===== config.mk =====
export PLATFORM = sky130hd
export DESIGN_NAME = fetch_unit
export DESIGN_NICKNAME = d
export VERILOG_FILES = /design/src/rtl/fetch_unit.sv
export SDC_FILE = /design/constraint.sdc
export NUM_CORES = 1
export LEC_CHECK = 0
export BUFFER_PORTS_ARGS = -buffer_cell sky130_fd_sc_hd__buf_2
export CAP_MARGIN = 25
export CORE_ASPECT_RATIO = 0.75
export CORE_MARGIN = 4
export CORE_UTILIZATION = 44
export DETAILED_ROUTE_END_ITERATION = 6
export PLACE_DENSITY = 0.84
export SLEW_MARGIN = 20
export SYNTH_ARGS = -nofsm -noshare
export SYNTH_HDL_FRONTEND = slang
export SYNTH_SLANG_ARGS = --single-unit

===== constraint.sdc =====
create_clock -name clk -period 2.1 [get_ports clk]
set_input_delay 0.42 -clock clk [delete_from_list [all_inputs] [get_ports clk]]
set_output_delay 0.42 -clock clk [all_outputs]
set_load 0.05 [all_outputs]

===== src/rtl/fetch_unit.sv =====
// ----------------------------------------------------------------------------
// fetch_unit
//   Instruction fetch stage. Holds the PC, issues word fetches to instruction
//   memory over a req/ack handshake and captures the returned word in a
//   one-entry instruction register that decode drains through valid/ready.
//   Execute can redirect the PC at any time; the fetched word is flushed.
//   A misaligned redirect target halts fetching until an aligned redirect.
//
// Ports
//   clk, rst_n                 clock, async active-low reset
//   imem_req / imem_addr       fetch request and address (address = pc)
//   imem_ack / imem_rdata      memory response, honoured only while imem_req
//   instr / instr_pc           instruction register and its fetch address
//   instr_valid / instr_ready  handshake towards decode
//   redirect / redirect_pc     PC redirect from execute (highest priority)
//   fetch_err                  misaligned redirect target, fetching halted
//
// state | meaning
// ------+------------------------------------------------------------
// IDLE  | just out of reset, first fetch starts on the next edge
// FETCH | request outstanding for pc, waiting on imem_ack
// FULL  | instruction register holds an unconsumed instruction
// ERR   | misaligned redirect seen, waiting for an aligned redirect
// ----------------------------------------------------------------------------
module fetch_unit #(
    parameter logic [31:0] RESET_PC  = 32'h0000_0000,
    parameter logic [31:0] NOP_INSTR = 32'h0000_0013
) (
    input  logic        clk,
    input  logic        rst_n,
    output logic        imem_req,
    output logic [31:0] imem_addr,
    input  logic        imem_ack,
    input  logic [31:0] imem_rdata,
    output logic [31:0] instr,
    output logic [31:0] instr_pc,
    output logic        instr_valid,
    input  logic        instr_ready,
    input  logic        redirect,
    input  logic [31:0] redirect_pc,
    output logic        fetch_err
);

    typedef enum logic [1:0] {
        IDLE  = 2'd0,
        FETCH = 2'd1,
        FULL  = 2'd2,
        ERR   = 2'd3
    } state_t;

    state_t      state_q, state_d;
    logic [31:0] pc_q, pc_d;
    logic [31:0] instr_q, instr_d;
    logic [31:0] instr_pc_q, instr_pc_d;

    always_ff @(posedge clk or negedge rst_n) begin
        if (!rst_n) begin
            state_q    <= IDLE;
            pc_q       <= RESET_PC;
            instr_q    <= NOP_INSTR;
            instr_pc_q <= RESET_PC;
        end else begin
            state_q    <= state_d;
            pc_q       <= pc_d;
            instr_q    <= instr_d;
            instr_pc_q <= instr_pc_d;
        end
    end

    always_comb begin
        state_d    = state_q;
        pc_d       = pc_q;
        instr_d    = instr_q;
        instr_pc_d = instr_pc_q;

        // Redirect wins over ack and over a decode transfer: any word returned
        // in the same cycle is dropped and the held instruction is flushed.
        if (redirect) begin
            pc_d    = redirect_pc;
            state_d = (redirect_pc[1:0] != 2'b00) ? ERR : FETCH;
        end else begin
            unique case (state_q)
                IDLE:  state_d = FETCH;
                FETCH: begin
                    if (imem_ack) begin
                        instr_d    = imem_rdata;
                        instr_pc_d = pc_q;
                        pc_d       = pc_q + 32'd4;
                        state_d    = FULL;
                    end
                end
                FULL: begin
                    if (instr_ready) begin
                        state_d = FETCH;
                    end
                end
                ERR:     state_d = ERR;
                default: state_d = IDLE;
            endcase
        end
    end

    // All outputs come from registers only; no input reaches an output
    // combinationally.
    assign imem_req    = (state_q == FETCH);
    assign imem_addr   = pc_q;
    assign instr       = instr_q;
    assign instr_pc    = instr_pc_q;
    assign instr_valid = (state_q == FULL);
    assign fetch_err   = (state_q == ERR);

endmodule


# After elaboration in Yosys (flattened, before gate mapping)
# Index checks and enable logic that the tools add are counted.
[totals]
ff_bits = 98
in_bits = 69
output_inout_bits = 99
elab_cells = 26
[op_classes]
add_sub_neg = 1
eq_ne = 5
muxes = 8
bitwise_logic = 1
reduce_logical = 7
[op_table]
columns = ["operator", "count"]
rows = [
  ["$mux 32", 3],
  ["$add 32x3->32 const B", 1],
  ["$mux 2", 4],
  ["$pmux 2 s4", 1],
  ["$ne 3x1->1 const B", 2],
  ["$reduce_bool 2->1", 3],
  ["$eq 2x2->1 const B", 2],
  ["$reduce_and 2->1", 2],
  ["$reduce_and 3->1", 1],
  ["$eq 2x1->1 const B", 1],
  ["$logic_not 2->1", 1],
  ["$not 1->1", 1],
]

# Logic depth before layout (Yosys ltp)
[logic_depth]
ltp_word = 4
mapped_depth = 6
depth_no_buf = 5

# Worst setup path after synthesis
# Ideal clock, no wire load.
[synth_path]
path_type = "register -> register"
start = "register pc_q[2], in the netlist imem_addr[2]"
end = "register pc_q[28], in the netlist imem_addr[28]"
setup_ns = 0.082
t_arrival_ns = 2.370
required_time_ns = 2.018
setup_slack_ns = -0.352
stages_incl_launch_ff = 7
n_path_buf = 1
period_less_slack_ns = 2.452
path_cell_list = "dfrtp_1 ha_1 nand4b_2 or4_4 buf_6 or4_1 a31oi_1"
[synth_between]
elab_chain_cells = 4
[synth_lines]
columns = ["element", "line_no", "text"]
rows = [
  ["start, declared", "52", "logic [31:0] pc_q, pc_d;"],
  ["start signal, assigned", "64", "pc_q <= pc_d;"],
  ["$add 32x3->32", "88", "pc_d = pc_q + 32'd4;"],
  ["$mux 32", "85", "if (imem_ack) begin"],
  ["$mux 32", "82", "unique case (state_q)"],
  ["$mux 32", "78", "if (redirect) begin"],
]
# No other way between the ends. The select of a mux whose other input is x is not followed.
# A chain may end at the register's enable or synchronous reset.

# Worst setup path after layout
[layout_path]
start = "register pc_q[3], in the netlist imem_addr[3]"
end = "register pc_q[22], in the netlist imem_addr[22]"
# The elaborated chain is that of the path after synthesis.

==> metrics.yaml <==
core.rowCount: 31
preCtsSetupSlack_ns: 0.01772
drive_above_1_share: 0.5330
r2r_cells: 5
min_period_ns: 2.058
layout.nets: 611
worstSkewPairLatency_ns: 0.34
drc: 0
synth_ff_type: "dfrtp_1"
yosys.area_share.simple: 0.1454
worst_setup_path_start_kind: "flip-flop"
drtIter0Drc: 261
crit_cells: 5
setup_ws_ns: 0.04170
path_class: "flip-flop to flip-flop"
worst-r2r-setup-slack_ns: 0.04
crit_end: "imem_addr[22]"
crit_path_top_delay_cell: "or4_4"
synthTopCellsByArea: "dfrtp_1 (55%), mux2_2 (17%), or4_1 (3.3%), nand2_1 (2.5%), nand3_1 (2.1%)"
ir_drop_v: 0.0007351
crit_fanout: 6
area_delta_synth_final_pct: 33.47
syn_nets: 431
htree_levels: 3
synthAdderAreaFrac: 0.002880
grt_pass1_vias: 3601
yosys_register_bits: 98
die_w_um: 122.7
first_pass_iters: 6
synthMuxAreaShare: 0.1734
p_leak_uw: 0.002647
rsz0062_at_grt: "true"
fmax_mhz: 485.8
vias_per_cell: 5.473
relSlewSlack: 0.5883
cts_buffer_depth: 2
skew_ns: 0.007755
grt.overflow.total: 0
finalPower_uw: 6822
end_kind: "flip-flop"
hold_viol: 0
ctsHoldBuffers: 0
synthesis.area_um2: 4344
grt_max_degree: 41
path_buf_inv: 0
timing.rr.start: "imem_addr[3]"
yosysMostFrequentCell: "dfrtp_1"
grt_pass1_wl_um: 18770
die_y_um: 94.05
synthTopCellsByCount: "dfrtp_1 (95), mux2_2 (66), nand2_1 (29)"
cts_tree: "yes"
crit_required_ns: 2.35
start_util: 0.4498
ys_seq_area_frac: 0.5654
diodes: 0
syn_inst: 361
clock-root-buffer: "clkbuf_16"
io_pins: 168
synth_warnings: 0
setup_viol: 0
power_density_nw_per_um2: 1177
synth_compound_area_frac: 0.06452
syn-mean-instance-area_um2: 12.03
arrival_ns: 2.31
synth_largest_area_cell: "dfrtp_1"
crit_family: "simple AND/OR/NAND/NOR gates"
routabilityCongestion: 0.8502
port_buffers: 167
period_share: 0.9801
cts_made_buffers: 9
clkTransAtPathRegs_ns: 0.07
routedWlPerCell_um: 17.82
drv_slew: 0
clock_sinks: 98
synth_top_family_by_area: "multiplexers"
totalWireLength_um: 12080
core_area_um2: 9658
netlist.area_leader.share: 0.5472
synth-xor-area-share: 0.02218
cap_violations: 0
r2r_end: "imem_addr[22]"
worst_slew_pin_slew_ns: 0.6120
startpoint: "imem_addr[3]"
grt_usage: 0.2078
async_flop_share: 1.000
status: "complete, no violations"
hold_class: "input pin to async pin"
max_stage_delay_ns: 0.56
dpl.hpwl_um: 8937
synth_edf_count: 0
synth_cell_types: 35
antenna_left: 0
crit_chain: "ha_4 > nand4b_4 > or4_4 > or4_1 > a31oi_1"
die_area_um2: 11540
antenna_found_initial: 1
vias: 3711
[logic make-up after synthesis]
kind of cell	count (synthesis)
adders and majority gates	1
muxes	67
DFF	98
and+or+nand+nor	112
buffers and inverters	28
AOI/OAI and AO/OA	44
xor gates and xnor gates	11
[layer usage]
metal / part of all wire / GRT usage
met1: 0.41 / 0.2853
met4: 0.012 / 0.04380
met2: 0.48 / 0.3283
met5: 0.00058 / 0
met3: 0.096 / 0.06020
[through the flow]
step | cell area, um^2 | hold WS, ns | setup TNS [ns] | std cells | utilization
2_1_floorplan | 4407 | 0.1244 | -0.2123 | 361 | -
3_3_place_gp | 5484 | 0.4186 | 0 | 657 | 0.5678
3_5_place_dp | 5484 | 0.4319 | 0 | 657 | 0.5678
4_1_cts | 5749 | 0.06888 | 0 | 673 | 0.5953
5_1_grt | 5798 | 0.08808 | -0.04674 | 678 | 0.6003
6_report | 5798 | 0.05343 | 0 | 678 | 0.6003
[how the worst min path moves through the flow]
stage / endpoint / slack, ns / from
2_1_floorplan: imem_addr[0] / 0.12 / rst_n
3_3_place_gp: instr[30] / 0.42 / rst_n
3_5_place_dp: instr[30] / 0.43 / rst_n
4_1_cts: instr_pc[13] / 0.07 / rst_n
5_1_grt: instr_pc[7] / 0.09 / rst_n
6_report: instr_pc[7] / 0.05 / rst_n
[worst register-to-register path: cells and delay by family, from the launching register on]
family          cells  cell delay, ns
fa+ha+maj           1            0.16
flops               1            0.41
simple gates        3            1.23
compound gates      1            0.18
[final cells by class]
type	instances	area, um^2
sequential	98	2472
clock buffer	13	250.2
multi-input combinational	236	1815
clock inverter	3	15.01
tap	132	165.2
timing repair buffer	189	1054
fill	802	3860
inverter	7	26.28
[registers in the layout, summed over array words and instances, names as in the netlist]
| name | count |
|---|---|
| state_q | 2 |
| instr | 32 |
| imem_addr | 32 |
| instr_pc | 32 |
[cells in the final DEF, fill, tap and decap left out, types with 2 or more instances in the layout]
cell	Yosys	final
a31oi_1	10	10
buf_4	0	19
and4_1	2	2
clkbuf_16	0	9
nand2_1	29	29
or4_1	19	18
nor3_1	2	2
clkinv_2	0	3
or3_1	3	3
buf_2	1	166
o211ai_1	7	7
dfstp_2	3	3
dfrtp_2	0	13
mux2_2	66	66
nand4_1	13	13
and2_1	2	2
buf_12	0	4
clkbuf_1	19	3
inv_1	7	7
o31ai_1	9	9
dfrtp_1	95	82
xor2_1	3	3
nor4_1	4	4
or4_4	1	2
nand3_1	18	18
xnor2_1	8	8
o21ai_0	15	15
nor2_1	13	12
[where the power goes]
group / total [uW] / switching (uW) / leakage, uW / internal, uW
clock network: 1500 / 666 / 0.000133 / 831
logic: 2740 / 2010 / 0.00137 / 725
registers: 2590 / 266 / 0.00115 / 2320
total: 6820 / 2950 / 0.00265 / 3880
[what timing repair did]
item | CTS | global route
resized for setup | 0 | 2
setup buffers | 0 | 4
setup endpoints to repair | 0 | 7
endpoints found under the hold margin | 0 | 0
(Power assumes the default switching activity.)
